**src/rtl/tile_write_sequencer.sv**
```systemverilog
// tile_write_sequencer
//
// Producer side of the tile-map framebuffer. Game logic pushes tile-colour
// commands into a small FIFO. This block serialises them onto the
// framebuffer's write port: x, y, 6-bit colour and a rising-edge apply
// strobe (map_toggle). It keeps address and colour stable around every
// strobe, and it can sweep the whole visible grid with a single colour.
//
// Parameters
//   FIFO_DEPTH    command FIFO entries (power of two, 2..32)
//   SETUP_CYCLES  cycles x/y/data are stable with toggle low before the rise
//   HOLD_CYCLES   cycles toggle is held high
//
// Ports
//   clk, rst_n         clock, asynchronous active-low reset
//   mult[1:0]          tile scale: 0=1x (56x32), 1=2x (28x16), 3=4x (14x8), 2=invalid
//   cmd_valid/ready    command handshake (ready = FIFO not full, registered-only)
//   cmd_x/y/color      tile column, row, colour
//   clear_req          single-cycle pulse requesting a full-screen sweep
//   clear_color        colour used by the sweep (latched at sweep start)
//   map_x/y/data       framebuffer address and colour
//   map_toggle         apply strobe; framebuffer writes on its rising edge
//   busy               FSM not IDLE, or FIFO non-empty
//   clear_done         one-cycle pulse at the end of a sweep
//   cmd_err            one-cycle pulse when a command is dropped at pop time
//   write_count[15:0]  only with TILE_WRITE_COUNT_EN defined: counts strobe
//                      rising edges (sweep writes included), wraps at 0xFFFF
//
// Optional feature macro: TILE_WRITE_COUNT_EN

module tile_write_sequencer #(
  parameter int FIFO_DEPTH   = 8,
  parameter int SETUP_CYCLES = 2,
  parameter int HOLD_CYCLES  = 2
) (
  input  logic       clk,
  input  logic       rst_n,
  input  logic [1:0] mult,
  input  logic       cmd_valid,
  output logic       cmd_ready,
  input  logic [7:0] cmd_x,
  input  logic [7:0] cmd_y,
  input  logic [5:0] cmd_color,
  input  logic       clear_req,
  input  logic [5:0] clear_color,
  output logic [7:0] map_x,
  output logic [7:0] map_y,
  output logic [5:0] map_data,
  output logic       map_toggle,
  output logic       busy,
  output logic       clear_done,
  output logic       cmd_err
`ifdef TILE_WRITE_COUNT_EN
  ,
  output logic [15:0] write_count
`endif
);

  localparam int AW   = $clog2(FIFO_DEPTH);
  localparam int CMAX = (SETUP_CYCLES > HOLD_CYCLES) ? SETUP_CYCLES : HOLD_CYCLES;
  localparam int CW   = $clog2(CMAX + 1);
  localparam logic [CW-1:0] SETUP_LAST = CW'(SETUP_CYCLES - 1);
  localparam logic [CW-1:0] HOLD_LAST  = CW'(HOLD_CYCLES - 1);
  localparam logic [1:0]    MULT_BAD   = 2'd2;

  typedef enum logic [2:0] {
    IDLE       = 3'd0,
    SETUP      = 3'd1,
    STROBE     = 3'd2,
    RELEASE    = 3'd3,
    CLEAR_NEXT = 3'd4
  } state_t;

  // Visible grid for a scale setting; the invalid scale yields an empty grid.
  function automatic logic [7:0] grid_cols(input logic [1:0] m);
    case (m)
      2'd0:    grid_cols = 8'd56;
      2'd1:    grid_cols = 8'd28;
      2'd3:    grid_cols = 8'd14;
      default: grid_cols = 8'd0;
    endcase
  endfunction

  function automatic logic [7:0] grid_rows(input logic [1:0] m);
    case (m)
      2'd0:    grid_rows = 8'd32;
      2'd1:    grid_rows = 8'd16;
      2'd3:    grid_rows = 8'd8;
      default: grid_rows = 8'd0;
    endcase
  endfunction

  // Command FIFO: pointers carry one extra wrap bit so full and empty differ.
  logic [21:0]  mem [FIFO_DEPTH];
  logic [AW:0]  wr_ptr, rd_ptr;
  logic         fifo_empty, fifo_full, push, pop;
  logic [7:0]   head_x, head_y;
  logic [5:0]   head_c;

  assign fifo_empty = (wr_ptr == rd_ptr);
  assign fifo_full  = (wr_ptr[AW] != rd_ptr[AW]) &&
                      (wr_ptr[AW-1:0] == rd_ptr[AW-1:0]);
  assign cmd_ready  = !fifo_full;
  assign push       = cmd_valid && !fifo_full;
  assign {head_x, head_y, head_c} = mem[rd_ptr[AW-1:0]];

  always_ff @(posedge clk) begin
    if (push) mem[wr_ptr[AW-1:0]] <= {cmd_x, cmd_y, cmd_color};
  end

  // Control state
  state_t      state, state_n;
  logic [CW-1:0] cnt, cnt_n;
  logic        clear_pend, pend_n;
  logic        sweeping, sweep_n;
  logic [1:0]  lat_mult, lat_mult_n;
  logic [5:0]  lat_color, lat_color_n;
  logic [7:0]  sx, sy, sx_n, sy_n;
  logic        last_tile, last_n;
  logic [7:0]  ld_x, ld_y;
  logic [5:0]  ld_d;
  logic        tog_n, err_n, done_n;
  logic        decide, sweep_step;
  logic [7:0]  sw_cols, sw_rows;

  assign busy    = (state != IDLE) || !fifo_empty;
  assign sw_cols = grid_cols(lat_mult);
  assign sw_rows = grid_rows(lat_mult);

  always_comb begin
    state_n     = state;
    cnt_n       = cnt;
    pop         = 1'b0;
    ld_x        = map_x;
    ld_y        = map_y;
    ld_d        = map_data;
    tog_n       = map_toggle;
    err_n       = 1'b0;
    done_n      = 1'b0;
    sweep_n     = sweeping;
    // A request while one is pending or running is simply ignored.
    pend_n      = clear_pend | (clear_req & ~sweeping);
    lat_mult_n  = lat_mult;
    lat_color_n = lat_color;
    sx_n        = sx;
    sy_n        = sy;
    last_n      = last_tile;
    decide      = 1'b0;
    sweep_step  = 1'b0;

    case (state)
      IDLE: decide = 1'b1;
      SETUP: begin
        if (cnt == SETUP_LAST) begin
          state_n = STROBE;
          cnt_n   = '0;
          tog_n   = 1'b1;
        end else begin
          cnt_n = cnt + 1'b1;
        end
      end
      STROBE: begin
        if (cnt == HOLD_LAST) begin
          state_n = RELEASE;
          cnt_n   = '0;
          tog_n   = 1'b0;
        end else begin
          cnt_n = cnt + 1'b1;
        end
      end
      RELEASE: begin
        // Mid-sweep the next tile is loaded straight away so the sweep keeps
        // the same write period as back-to-back commands.
        if (sweeping && !last_tile) begin
          sweep_step = 1'b1;
        end else begin
          if (sweeping) begin
            done_n  = 1'b1;
            sweep_n = 1'b0;
          end
          decide = 1'b1;
        end
      end
      CLEAR_NEXT: sweep_step = 1'b1;
      default: state_n = IDLE;
    endcase

    if (decide) begin
      state_n = IDLE;
      if (clear_pend) begin
        pend_n      = 1'b0;
        lat_mult_n  = mult;
        lat_color_n = clear_color;
        if (mult == MULT_BAD) begin
          // Empty grid: the sweep is over as soon as it starts.
          done_n = 1'b1;
        end else begin
          sweep_n = 1'b1;
          sx_n    = 8'd0;
          sy_n    = 8'd0;
          state_n = CLEAR_NEXT;
        end
      end else if (!fifo_empty) begin
        pop = 1'b1;
        if (mult == MULT_BAD || head_x >= grid_cols(mult) || head_y >= grid_rows(mult)) begin
          err_n = 1'b1;
        end else begin
          ld_x    = head_x;
          ld_y    = head_y;
          ld_d    = head_c;
          cnt_n   = '0;
          state_n = SETUP;
        end
      end
    end

    if (sweep_step) begin
      ld_x    = sx;
      ld_y    = sy;
      ld_d    = lat_color;
      last_n  = (sx == sw_cols - 8'd1) && (sy == sw_rows - 8'd1);
      cnt_n   = '0;
      state_n = SETUP;
      if (sx == sw_cols - 8'd1) begin
        sx_n = 8'd0;
        sy_n = sy + 8'd1;
      end else begin
        sx_n = sx + 8'd1;
      end
    end
  end

  always_ff @(posedge clk or negedge rst_n) begin
    if (!rst_n) begin
      state      <= IDLE;
      cnt        <= '0;
      wr_ptr     <= '0;
      rd_ptr     <= '0;
      map_x      <= 8'd0;
      map_y      <= 8'd0;
      map_data   <= 6'd0;
      map_toggle <= 1'b0;
      cmd_err    <= 1'b0;
      clear_done <= 1'b0;
      clear_pend <= 1'b0;
      sweeping   <= 1'b0;
      lat_mult   <= 2'd0;
      sx         <= 8'd0;
      sy         <= 8'd0;
      last_tile  <= 1'b0;
    end else begin
      state      <= state_n;
      cnt        <= cnt_n;
      if (push) wr_ptr <= wr_ptr + 1'b1;
      if (pop)  rd_ptr <= rd_ptr + 1'b1;
      map_x      <= ld_x;
      map_y      <= ld_y;
      map_data   <= ld_d;
      map_toggle <= tog_n;
      cmd_err    <= err_n;
      clear_done <= done_n;
      clear_pend <= pend_n;
      sweeping   <= sweep_n;
      lat_mult   <= lat_mult_n;
      sx         <= sx_n;
      sy         <= sy_n;
      last_tile  <= last_n;
    end
  end

  always_ff @(posedge clk) begin
    lat_color <= lat_color_n;
  end

`ifdef TILE_WRITE_COUNT_EN
  always_ff @(posedge clk or negedge rst_n) begin
    if (!rst_n) begin
      write_count <= 16'd0;
    end else if (tog_n && !map_toggle) begin
      write_count <= write_count + 16'd1;
    end
  end
`endif

endmodule

```
**config.mk**
```make
export PLATFORM = sky130hd
export DESIGN_NAME = tile_write_sequencer
export DESIGN_NICKNAME = d
export VERILOG_FILES = /design/src/rtl/tile_write_sequencer.sv
export SDC_FILE = /design/constraint.sdc
export NUM_CORES = 1
export LEC_CHECK = 0
export ABC_AREA = 0
export BUFFER_PORTS_ARGS = -buffer_cell sky130_fd_sc_hd__buf_4
export CAP_MARGIN = 20
export CORE_ASPECT_RATIO = 1.75
export CORE_MARGIN = 8
export CORE_UTILIZATION = 45
export DETAILED_ROUTE_END_ITERATION = 12
export PLACE_DENSITY_LB_ADDON = 0.25
export REMOVE_ABC_BUFFERS = 1
export SYNTH_ARGS = -nofsm -noshare
export SYNTH_HDL_FRONTEND = slang
export SYNTH_SLANG_ARGS = --single-unit
```
**constraint.sdc**
```tcl
create_clock -name clk -period 4.05 [get_ports clk]
set_clock_uncertainty 0.1 [all_clocks]
set_input_delay 0.2025 -clock clk [delete_from_list [all_inputs] [get_ports clk]]
set_output_delay 0.2025 -clock clk [all_outputs]
set_load 0.01 [all_outputs]
```
Word-level counts from Yosys, hierarchy flattened
Memory sizes are Yosys's and may differ from the RTL's.
Cells that the tools add are included.
{"block": "word_totals", "out_inout_bits": 27, "inputBits": 34, "ram_bits": 176, "regBits": 65, "memories": 1}
{"name": "mem", "depth": 8, "width": 22, "read_ports": 1, "rd_clocked_by_memory_dff": 0, "write_ports": 1, "line": "94", "source": "logic [21:0] mem [FIFO_DEPTH];"}
{"block": "op_classes", "mux": 80, "addsub": 7, "n_bitwise": 3, "reduce_logical": 24, "n_eq_ne": 24, "magnitude_cmp": 2}
{"op": "2-to-1 mux 8 bit", "n": 26}
{"op": "one-hot mux 6 bit (3 select lines)", "n": 4}
{"op": "2-to-1 mux 6 bit", "n": 5}
{"op": "2-to-1 mux 1 bit", "n": 28}
{"op": "2-to-1 mux 3 bit", "n": 6}
{"op": "adder 8 x 1 -> 8 bit (second input constant)", "n": 2}
{"op": "== test 8 bit", "n": 2}
{"op": ">= comparator 8 bit", "n": 2}
{"op": "subtractor 8 x 1 -> 8 bit (second input constant)", "n": 2}
{"op": "2-to-1 mux 2 bit", "n": 7}
{"op": "one-hot mux 3 bit (3 select lines)", "n": 1}
{"op": "AND reduction 3 bit", "n": 3}
{"op": "adder 4 x 1 -> 4 bit (second input constant)", "n": 2}
{"op": "inequality test 2 bit (second input constant)", "n": 4}
{"op": "inequality test 4 bit (second input constant)", "n": 2}
{"op": "== test 2 x 1 -> 1 bit (second input constant)", "n": 3}
{"op": "== test 2 bit (second input constant)", "n": 3}
{"op": "== test 3 x 2 -> 1 bit (second input constant)", "n": 2}
{"op": "one-hot mux 1 bit (2 select lines)", "n": 3}
{"op": "nonzero test 2 bit", "n": 3}
{"op": "== test 4 bit", "n": 1}
{"op": "logical AND 1 bit", "n": 4}
{"op": "logical NOT 2 bit", "n": 2}
{"op": "inequality test 2 x 1 -> 1 bit (second input constant)", "n": 2}
{"op": "other kinds (17)", "n": 21}

Logic depth before layout (Yosys ltp)
Gate-level depths: netlist (run 1).
{"block": "logic_depth", "word_depth": 13, "mapped_depth": 16, "depth_no_buf": 9}

Least setup slack after synthesis (run 1)
Ideal clock, no wire load.
{"block": "synth_timing", "kind": "register to register", "start": "register rd_ptr[2]", "end": "memory mem[4][0], enable pin", "stages_incl_launch_ff": 8, "arrival_ns": 3.693, "setup_time_ns": 0.465, "n_path_buf": 3, "setup_slack_ns": -0.208, "path_cell_list": "dfrtp_1 > buf_2 > buf_6 > buf_6 > xor2_1 > or4_1 > nand2_1 > nor4b_1"}
{"block": "synth_between", "elab_chain_cells": 6}
{"element": "start, declared", "line": "95", "source": "logic [AW:0] wr_ptr, rd_ptr;"}
{"element": "start signal, assigned", "line": "255", "source": "if (pop) rd_ptr <= rd_ptr + 1'b1;"}
{"element": "== test 3 bit", "line": "102", "source": "(wr_ptr[AW-1:0] == rd_ptr[AW-1:0]);"}
{"element": "logical AND 1 bit", "line": "101", "source": "assign fifo_full = (wr_ptr[AW] != rd_ptr[AW]) &&"}
{"element": "logical NOT 1 bit"}
{"element": "named net cmd_ready", "line": "40", "source": "output logic cmd_ready,"}
{"element": "logical AND 1 bit", "line": "104", "source": "assign push = cmd_valid && !fifo_full;"}
{"element": "2-to-1 mux 1 bit", "line": "108", "source": "if (push) mem[wr_ptr[AW-1:0]] <= {cmd_x, cmd_y, cmd_color};"}
{"element": "2-to-1 mux 1 bit (not written as such)", "line": "108"}
{"element": "end, declared", "line": "94"}
The timed path passes the listed nets, and every way through them passes these cells.

Worst setup path in the final report (run 1)
{"block": "layout_timing", "start": "register rd_ptr[1]", "end": "register map_data[3]"}
{"block": "layout_between", "elab_chain_cells": 6}
{"element": "memory read (8 x 22 bit)"}
{"element": ">= comparator 8 bit or 2-to-1 mux 6 bit (tied branches)", "line": "205", "source": "if (mult == MULT_BAD || head_x >= grid_cols(mult) || head_y >= grid_rows(mult)) begin"}
{"element": "logical OR 1 bit or 2-to-1 mux 6 bit (tied branches)", "line": "205, 203"}
{"element": "logical OR 1 bit or 2-to-1 mux 6 bit (tied branches)", "line": "205, 190"}
{"element": "inequality test 2 bit (no source line) or 2-to-1 mux 6 bit (tied branches)"}
{"element": "AND reduction 4 bit (no source line) or 2-to-1 mux 6 bit (tied branches)"}
{"element": "end signal, assigned", "line": "258", "source": "map_data <= ld_d;"}
{"element": "end, declared", "line": "48", "source": "output logic [5:0] map_data,"}
Parallel ways exist; a longest one is shown, timed or not. The select of a mux whose other input is x is not followed.
A chain may end at the register's enable or synchronous reset.

==> results of run 1 <==
## critical path, cell delays in order (launching register included)
cell and delay (ns):
dfrtp_4 0.55, buf_4 0.20, mux4_2 0.49, mux2_2 0.31
ha_1 0.18, a2111oi_0 0.38, nand3_1 0.21, or4b_1 0.50
buf_4 0.23, or4_1 0.49, nand3_1 0.08
## per-stage QoR
stage | cell area (µm²) | hold WS, ns
after floorplan | 10100 | -0.193
after global placement | 11100 | 0.221
after detailed placement | 11100 | 0.226
after CTS | 12200 | 0.0118
after global routing | 12200 | 0.0389
final | 12200 | 0.0197
## registers in the layout, indices dropped and copies added, names as in the netlist, 6 cells and up
| name | count |
|---|---|
| mem | 176 |
| map_y | 8 |
| lat_color | 6 |
| map_data | 6 |
| sx | 8 |
| map_x | 8 |
| sy | 8 |
## layout by cell type, fill, tap and decap left out, types with 4 or more instances in the layout
cell type,count
edfxtp_1,182
buf_4,83
nand2_1,60
dfrtp_1,57
mux4_2,35
dlygate4sd3_1,32
nand3_1,27
nor2_1,25
clkbuf_16,23
mux2_2,16
o211ai_1,16
o21ai_0,14
mux2i_1,13
a21oi_1,13
ha_1,12
nor3_1,11
xnor2_1,9
or4_1,9
nor2b_1,7
inv_1,7
and3_1,7
or3_1,7
nand2b_1,6
a22o_1,6
xor2_1,5
a21o_1,5
a31oi_1,5
nand4_1,5
o31ai_1,4
clkinvlp_4,4
## cells by family (layout without fill, tap and decap cells)
logic type / after synthesis / count (layout) / share of synthesized area, %
buffers and inverters: 47 / 163 / 2.43
adders and majority gates: 12 / 12 / 1.46
muxes: 67 / 67 / 11.4
AOI/OAI and AO/OA: 86 / 86 / 6.07
DFF: 241 / 241 / 67.5
and+or+nand+nor: 194 / 194 / 9.98
xor gates and xnor gates: 14 / 14 / 1.19
## layer usage
metal | up-vias | global-route usage [%] | wire length (µm)
li1 | 2771 | - | -
met1 | 3039 | 18.6 | 8480
met2 | 131 | 29.4 | 12000
met3 | 52 | 2.42 | 877
met4 | 0 | 7.05 | 848
met5 | - | 0 | 0
## where the power goes
| group | internal [mW] | switching [mW] | total, mW |
|---|---|---|---|
| sequential | 3.18 | 0.417 | 3.60 |
| combinational | 1.32 | 1.52 | 2.84 |
| clock | 1.14 | 0.877 | 2.02 |
| total | 5.64 | 2.82 | 8.46 |
## timing repair
item	CTS	global route
resized for setup	0	1
hold buffers	32	0
hold endpoints to repair	244	0
setup endpoints to repair	0	7
## final cells by class
class / count / area, µm²
inverter: 7 / 26.3
sequential: 241 / 6950
clock buffer: 28 / 614
timing repair buffer: 117 / 978
clock inverter: 11 / 96.3
fill: 1826 / 10400
tap: 300 / 375
multi-input combinational: 373 / 3150
## how the worst min path moves through the flow
stage | cells after the start | from | slack [ns] | to
after detailed placement | 1 | rst_n | 0.23 | cnt[1]
after CTS | 4 | cmd_valid | 0.01 | wr_ptr[1]
after floorplan | 0 | rst_n | -0.19 | clear_done
after global routing | 3 | cmd_valid | 0.04 | wr_ptr[0]
final | 4 | cmd_valid | 0.02 | wr_ptr[1]
after global placement | 1 | rst_n | 0.22 | cnt[0]
==> reports/metrics.cfg, run 1 <==
[worst_setup_path]
r2r_slack_ns=0.23
critPathCaptureType=flip-flop
worstSetupStartpointType=flip-flop
critPathLaunch=rd_ptr[1]
crit_required_ns=4.38
crit_type=flip-flop to flip-flop
rr_startpoint=rd_ptr[1]
cp_max_fo=28
arrival_ns=4.15
crit_end=map_data[3]
reg2reg_depth=10
regToRegEndpoint=map_data[3]

[yosys]
synth_edf_count=182
synth_top_area_share_pct=53.1
synth_common_cells=edfxtp_1 (182), nand2_1 (60), dfrtp_1 (59)
synthArstFlopShare_pct=24.5
yosysWarnings=0
avgSynthCellArea_um2=15.6
synth_area_mm2=0.0103
yosysTopAreaCell=edfxtp_1
synth_ff_type=edfxtp_1
synthCells=661
synth_cell_types=63
synthTopCellsByArea=edfxtp_1 (53%), dfrtp_1 (14%), mux4_2 (7.7%)
synth_most_common_cell=edfxtp_1
seq_area_frac_synth_pct=67.5
synth-seq-cells=241

[grt]
grt_antenna_before_repair=0
grt_pass1_wl_mm=35.3
grt_pass1_vias=6425
grt_overflow=0
grt_max_degree=60
grt_use_total_pct=16.3

[floorplanning]
start_util_pct=45.6
core_mm2=0.0226
die_area_mm2=0.0282
die_y_um=216
io_pins=61
fp.dieW_um=130
rows=73

[worst_hold_path]
hold_class=input port to flip-flop

[placed_design]
dp.cells=1005
hpwl_mm=15.1
place_ws_ns=0.189
portBuffers=60
gp_congestion=0.816

[detailed_routing]
via_per_inst=5.56
drt_iter0_markers=412
ant_nets=0
route.detailed.drc=0
wl_mm=22.2
drt-pass1-iter-count=4
wl_per_cell_um=20.6
vias=5993

[pwr]
worst_ir_drop_vdd_uv=295
p_per_area_mw_per_mm2=694
power.total_mw=8.46
power_leakage_nw=4.41

[layout]
finalNetCount=808
area_delta_synth_final_pct=18.5
post-route-util_pct=54.0
layout-drive-gt1-share_pct=25.7
final_cells=1077
num_antenna_cells=0

[sta]
finalHoldViolations=0
setup_ws_ns=0.235
max_freq_ghz=0.262
fin_tns_setup_ns=0
finalSetupViolations=0
rsz0062_at_grt=false
slew_headroom_pct=45.6
period_share_pct=94.2
maxSlewViolCount=0
worst_pin_slew_ns=0.816
fin_crit_ns=3.82

[cts]
clockBufferDepth=3
post_cts_buffers=0
numClockSinks=241
cts_tree=built
clk_pin_slew_worst_paths_ns=0.06
numCtsBuffers=22
cts-htree-levels=1
root_buffer=clkbuf_16
clk_latency_ns=0.50

[flow_run]
max_cap_viol_count=0

[status]
status=completed

Power figures use the tool's default switching activity.
==> run 2: changes to the inputs <==
--- a/config.mk
+++ b/config.mk
@@ -8,6 +8,8 @@
 export ABC_AREA = 0
 export BUFFER_PORTS_ARGS = -buffer_cell sky130_fd_sc_hd__buf_4
 export CAP_MARGIN = 20
+export CELL_PAD_IN_SITES_DETAIL_PLACEMENT = 1
+export CELL_PAD_IN_SITES_GLOBAL_PLACEMENT = 1
 export CORE_ASPECT_RATIO = 1.75
 export CORE_MARGIN = 8
 export CORE_UTILIZATION = 45
==> reports/metrics.cfg, run 2 (synthesis results as in run 1) <==
[sta]
finalHoldViolations=0  ; unchanged
finalSetupViolations=0  ; unchanged
fin_crit_ns=3.90  ; was 3.82 ns
worst_pin_slew_ns=0.819  ; was 0.816 ns
max_freq_ghz=0.256  ; was 0.262 GHz
rsz0062_at_grt=false  ; unchanged
slew_headroom_pct=45.4  ; was 45.6%
maxSlewViolCount=0  ; unchanged
period_share_pct=96.3  ; was 94.2%
setup_ws_ns=0.149  ; was 0.235 ns

[worst_setup_path]
crit_required_ns=4.39  ; was 4.38 ns
reg2reg_depth=11  ; was 10
rr_startpoint=rd_ptr[1]  ; unchanged
crit_chain=buf_12, mux4_2, mux2_2, ha_1, nor2b_1, o21ai_0, nand3_1, or4b_1, buf_12, or4_1, nand3_1  ; was buf_4, mux4_2, mux2_2, ha_1, a2111oi_0, nand3_1, or4b_1, buf_4, or4_1, nand3_1
worst-path-buf-inv=2  ; unchanged
arrival_ns=4.24  ; was 4.15 ns
crit_family=simple AND/OR/NAND/NOR gates  ; unchanged
cpPeakStageDelay_ns=0.55  ; about the same
worstSetupStartpointType=flip-flop  ; unchanged
cp_max_fo=28  ; unchanged
cp_slowest_cell=dfrtp_4  ; unchanged
critPathLaunch=rd_ptr[1]  ; unchanged
r2r_slack_ns=0.15  ; was 0.23 ns
crit_type=flip-flop to flip-flop  ; unchanged
critPathCaptureType=flip-flop  ; unchanged
regToRegEndpoint=map_x[1]  ; was map_data[3]
crit_cells=11  ; was 10

[placed_design]
hpwl_mm=16.6  ; was 15.1 mm
portBuffers=60  ; unchanged
place_ws_ns=-0.0693  ; was 0.189 ns
gp_congestion=0.804  ; was 0.816

[grt]
grt_antenna_before_repair=1  ; was 0
grt_max_degree=60  ; unchanged
grt_pass1_wl_mm=38.6  ; was 35.3 mm
grt_pass1_vias=6757  ; was 6425
grt_use_total_pct=17.9  ; was 16.3%
grt_overflow=0  ; unchanged

[floorplanning]
core_mm2=0.0226  ; unchanged
start_util_pct=45.6  ; unchanged
fp.dieW_um=130  ; unchanged
rows=73  ; unchanged
die_area_mm2=0.0282  ; unchanged
die_y_um=216  ; unchanged
io_pins=61  ; unchanged

[layout]
mostFrequentLayoutCells=edfxtp_1 (182), buf_4 (83), nand2_1 (60)  ; unchanged
largest_reg_flops=176  ; unchanged
n_fill_cell=2176  ; was 1826
multi_input_area_mm2=0.00316  ; was 0.00315 mm²
seqCellArea_mm2=0.00695  ; unchanged
post-route-util_pct=54.2  ; was 54.0%
area_delta_synth_final_pct=18.9  ; was 18.5%
layout-drive-gt1-share_pct=25.2  ; was 25.7%
finalNetCount=810  ; was 808
final_common_cell=edfxtp_1  ; unchanged

[cts]
numCtsBuffers=23  ; was 22
cts_tree=built  ; unchanged
root_buffer=clkbuf_16  ; unchanged
clk_pin_slew_worst_paths_ns=0.06  ; about the same
numClockSinks=241  ; unchanged
cts-htree-levels=1  ; unchanged
clk_latency_ns=0.50  ; about the same
clockBufferDepth=3  ; unchanged

[worst_hold_path]
hold_class=input port to flip-flop  ; unchanged
hold_depth=4  ; unchanged
worstHoldEndpoint=wr_ptr[1]  ; unchanged
min_from=cmd_valid  ; unchanged

[detailed_routing]
highest_layer=met4  ; unchanged
wl_per_cell_um=22.8  ; was 20.6 µm
wl_mm=24.7  ; was 22.2 mm
drt_iter0_markers=378  ; was 412
wl_met2_mm=13.7  ; was 12.0 mm
route.detailed.drc=0  ; unchanged
wl_met1_mm=9.19  ; was 8.48 mm
via_per_inst=5.63  ; was 5.56
ant_nets=0  ; unchanged
drt-pass1-iter-count=6  ; was 4
vias=6083  ; was 5993
met3_length_um=922  ; was 877 µm

[pwr]
power_leakage_nw=4.44  ; was 4.41 nW
p_per_area_mw_per_mm2=706  ; was 694 mW/mm²
worst_ir_drop_vdd_uv=329  ; was 295 µV

[status]
status=completed  ; unchanged

[flow_run]
max_cap_viol_count=0  ; unchanged

[run 2: cell count changes in the layout (fill, tap and decap cells not counted), sizes merged]
cell,delta
clkinvlp,-4
bufinv,+2
diode,+1
buf,+1
clkinv,+3
[run 2: through the flow]
step	hold slack [ns]	cell area, µm²	TNS, ns	total power, mW	instances
floorplan	-0.193	10100	-114.31	5.38	621
global placement	0.232	11200	0	6.46	1007
detailed placement	0.238	11200	-0.280	6.59	1007
CTS	0.0142	12200	0	8.74	1079
global route	0.0313	12200	0	9.06	1080
finish	0.0272	12200	0	8.63	1080
[run 2: area by class of cell]
type | instances | share of cell area, %
sequential | 241 | 56.8
multi-input combinational | 373 | 25.8
timing repair buffer | 118 | 8.20
clock buffer | 28 | 4.86
tap | 300 | 3.07
clock inverter | 12 | 1.05
inverter | 7 | 0.215
antenna | 1 | 0.0205
[run 2: how the worst max path moves through the flow]
| stage | endpoint | slack, ns |
|---|---|---|
| floorplan | mem[4][0] | -1.18 |
| global placement | map_x[1] | 0.17 |
| detailed placement | map_x[1] | -0.07 |
| CTS | map_x[1] | 0.006 |
| global route | map_x[1] | 0.01 |
| finish | map_x[1] | 0.15 |
[run 2: per-layer routing]
metal	vias to the layer above	global-route usage (%)
met5	-	0
met4	0	6.85
met3	45	2.30
met2	120	33.6
met1	3139	19.6
li1	2779	-
[run 2: power by group]
group | switching, mW | internal [mW] | total, mW
Combinational | 1.59 | 1.35 | 2.94
Sequential | 0.400 | 3.18 | 3.58
Clock | 0.883 | 1.23 | 2.11
[run 2: timing repair]
action                                 4_1_cts  5_1_grt
gates resized for setup                      1        1
buffers inserted                             0        0
hold buffers                                32        0
setup endpoints to repair                    7        7
endpoints found under the hold margin      244        0
[run 2: worst reg2reg max path: cells and delay by family (launching register included)]
kind	cells	cell delay, ns
adder cells (fa/ha/maj)	1	0.35
AND/OR/NAND/NOR	5	1.45
flip-flops	1	0.55
AO/OA/AOI/OAI	1	0.17
multiplexers	2	0.82
buffers and inverters	2	0.40
==> run 3: changes to the inputs <==
--- a/config.mk
+++ b/config.mk
@@ -14,7 +14,7 @@
 export CORE_MARGIN = 8
 export CORE_UTILIZATION = 45
 export DETAILED_ROUTE_END_ITERATION = 12
-export PLACE_DENSITY_LB_ADDON = 0.25
+export PLACE_DENSITY = 0.76
 export REMOVE_ABC_BUFFERS = 1
 export SYNTH_ARGS = -nofsm -noshare
 export SYNTH_HDL_FRONTEND = slang
==> reports/metrics.cfg, run 3 (synthesis results as in run 1) <==
[pwr]
p_per_area_mw_per_mm2=707  ; was 706 mW/mm²
clockPowerShare_pct=24.6  ; was 24.4%
power_leakage_nw=4.43  ; was 4.44 nW
p_int_mw=5.73  ; was 5.76 mW
p_sw_share_pct=33.8  ; was 33.3%
p_comb_share_pct=33.8  ; was 34.0%
seq_power_share_pct=41.6  ; was 41.5%
worst_ir_drop_vdd_uv=345  ; was 329 µV
power.switching_mw=2.92  ; was 2.88 mW

[sta]
max_freq_ghz=0.261  ; was 0.256 GHz
setup_ws_ns=0.224  ; was 0.149 ns
finalHoldViolations=0  ; unchanged
worst_pin_slew_ns=0.971  ; was 0.819 ns
fin_tns_setup_ns=0  ; unchanged
fin_crit_ns=3.83  ; was 3.90 ns
slew_headroom_pct=35.1  ; was 45.4%
rsz0062_at_grt=false  ; unchanged
finalSetupViolations=0  ; unchanged
fin_worst_hold_slack_ns=0.0351  ; was 0.0272 ns
maxSlewViolCount=0  ; unchanged
period_share_pct=94.5  ; was 96.3%

[worst_setup_path]
worstSetupStartpointType=flip-flop  ; unchanged
crit_required_ns=4.39  ; about the same
crit_type=flip-flop to flip-flop  ; unchanged
rr_startpoint=rd_ptr[1]  ; unchanged
reg2reg_depth=11  ; unchanged
cp_max_fo=28  ; unchanged
r2r_slack_ns=0.22  ; was 0.15 ns
regToRegEndpoint=map_data[3]  ; was map_x[1]
critPathCaptureType=flip-flop  ; unchanged
arrival_ns=4.17  ; was 4.24 ns

[cts]
numCtsBuffers=22  ; was 23
root_buffer=clkbuf_16  ; unchanged
clockBufferDepth=3  ; unchanged
clk_pin_slew_worst_paths_ns=0.07  ; was 0.06 ns
clk_latency_ns=0.51  ; was 0.50 ns
cts-htree-levels=1  ; unchanged
post_cts_buffers=0  ; unchanged
cts_tree=built  ; unchanged
numClockSinks=241  ; unchanged

[grt]
grt_overflow=0  ; unchanged
grt_use_total_pct=18.3  ; was 17.9%
grt_antenna_before_repair=0  ; was 1
grt_pass1_wl_mm=39.5  ; was 38.6 mm
grt_pass1_vias=6853  ; was 6757
grt_max_degree=60  ; unchanged

[floorplanning]
rows=73  ; unchanged
fp.dieW_um=130  ; unchanged
core_mm2=0.0226  ; unchanged
die_area_mm2=0.0282  ; unchanged
io_pins=61  ; unchanged
start_util_pct=45.6  ; unchanged
die_y_um=216  ; unchanged

[detailed_routing]
via_per_inst=5.65  ; was 5.63
drt_iter0_markers=377  ; was 378
wl_mm=24.9  ; was 24.7 mm
wl_per_cell_um=23.0  ; was 22.8 µm
route.detailed.drc=0  ; unchanged
drt-pass1-iter-count=5  ; was 6
vias=6095  ; was 6083
ant_nets=0  ; unchanged

[placed_design]
hpwl_mm=16.5  ; was 16.6 mm
portBuffers=60  ; unchanged
place_ws_ns=0.195  ; was -0.0693 ns
gp_congestion=0.829  ; was 0.804

[flow_run]
max_cap_viol_count=0  ; unchanged

[worst_hold_path]
hold_depth=4  ; unchanged
min_from=cmd_valid  ; unchanged
worstHoldEndpoint=wr_ptr[1]  ; unchanged
hold_class=input port to flip-flop  ; unchanged

[status]
status=completed  ; unchanged

[layout]
finalNetCount=809  ; was 810
mostFrequentLayoutCells=edfxtp_1 (182), buf_4 (85), nand2_1 (60)  ; was edfxtp_1 (182), buf_4 (83), nand2_1 (60)
largest_reg_flops=176  ; unchanged
final_common_cell=edfxtp_1  ; unchanged
area_delta_synth_final_pct=18.8  ; was 18.9%
layout-drive-gt1-share_pct=26.1  ; was 25.2%
num_antenna_cells=0  ; was 1
post-route-util_pct=54.2  ; about the same

run 3: power groups by stage:
| stage | Clock, mW | Sequential [mW] | Combinational [mW] |
|---|---|---|---|
| final | 2.13 | 3.60 | 2.92 |
| after global routing | 2.24 | 3.65 | 3.19 |
| after CTS | 2.17 | 3.60 | 2.96 |
| after detailed placement | 0 | 3.64 | 2.89 |
| after global placement | 0 | 3.60 | 2.80 |
| after floorplan | 0 | 3.69 | 1.69 |
run 3: cell type report:
class | count | area (µm²)
Clock buffer | 25 | 583
Clock inverter | 15 | 166
Fill cell | 2190 | 10300
Inverter | 7 | 26.3
Multi-Input combinational cell | 373 | 3160
Sequential cell | 241 | 6940
Tap cell | 300 | 375
Timing Repair Buffer | 118 | 970
run 3: how the worst max path moves through the flow:
| stage | end | depth (start not counted) | from |
|---|---|---|---|
| 2_1_floorplan | mem[4][0] | 4 | rd_ptr[1] |
| 3_3_place_gp | map_data[3] | 10 | rd_ptr[1] |
| 3_5_place_dp | map_data[3] | 10 | rd_ptr[1] |
| 4_1_cts | map_data[3] | 11 | rd_ptr[2] |
| 5_1_grt | map_data[2] | 10 | rd_ptr[1] |
| 6_report | map_data[3] | 11 | rd_ptr[1] |
run 3: timing repair:
action,4_1_cts,5_1_grt
gates resized for setup,0,2
endpoints found under the hold margin,244,0
hold buffers,32,0
setup endpoints to repair,0,7
run 3: critical path, cell delays in order (launching register included):
cell	delay (ns)
dfrtp_2	0.42
buf_4	0.21
mux4_2	0.51
mux2_2	0.31
ha_1	0.35
nor2b_1	0.16
o21ai_0	0.19
nand3_1	0.17
or4b_1	0.51
buf_4	0.24
or4_1	0.50
nand3_1	0.09
run 3: through the flow:
stage / instance area (µm²) / instances / power [mW]
final: 12200 / 1079 / 8.65
after global routing: 12200 / 1079 / 9.08
after CTS: 12200 / 1079 / 8.72
after detailed placement: 11100 / 1007 / 6.53
after global placement: 11100 / 1007 / 6.40
after floorplan: 10100 / 621 / 5.38
run 3: layer usage:
metal / track usage, % / part of all wire (%) / vias up
met4: 6.34 / 2.8 / 0
met1: 20.4 / 37 / 3138
met5: 0 / 0 / -
met3: 2.30 / 3.9 / 44
li1: - / - / 2774
met2: 34.2 / 56 / 139
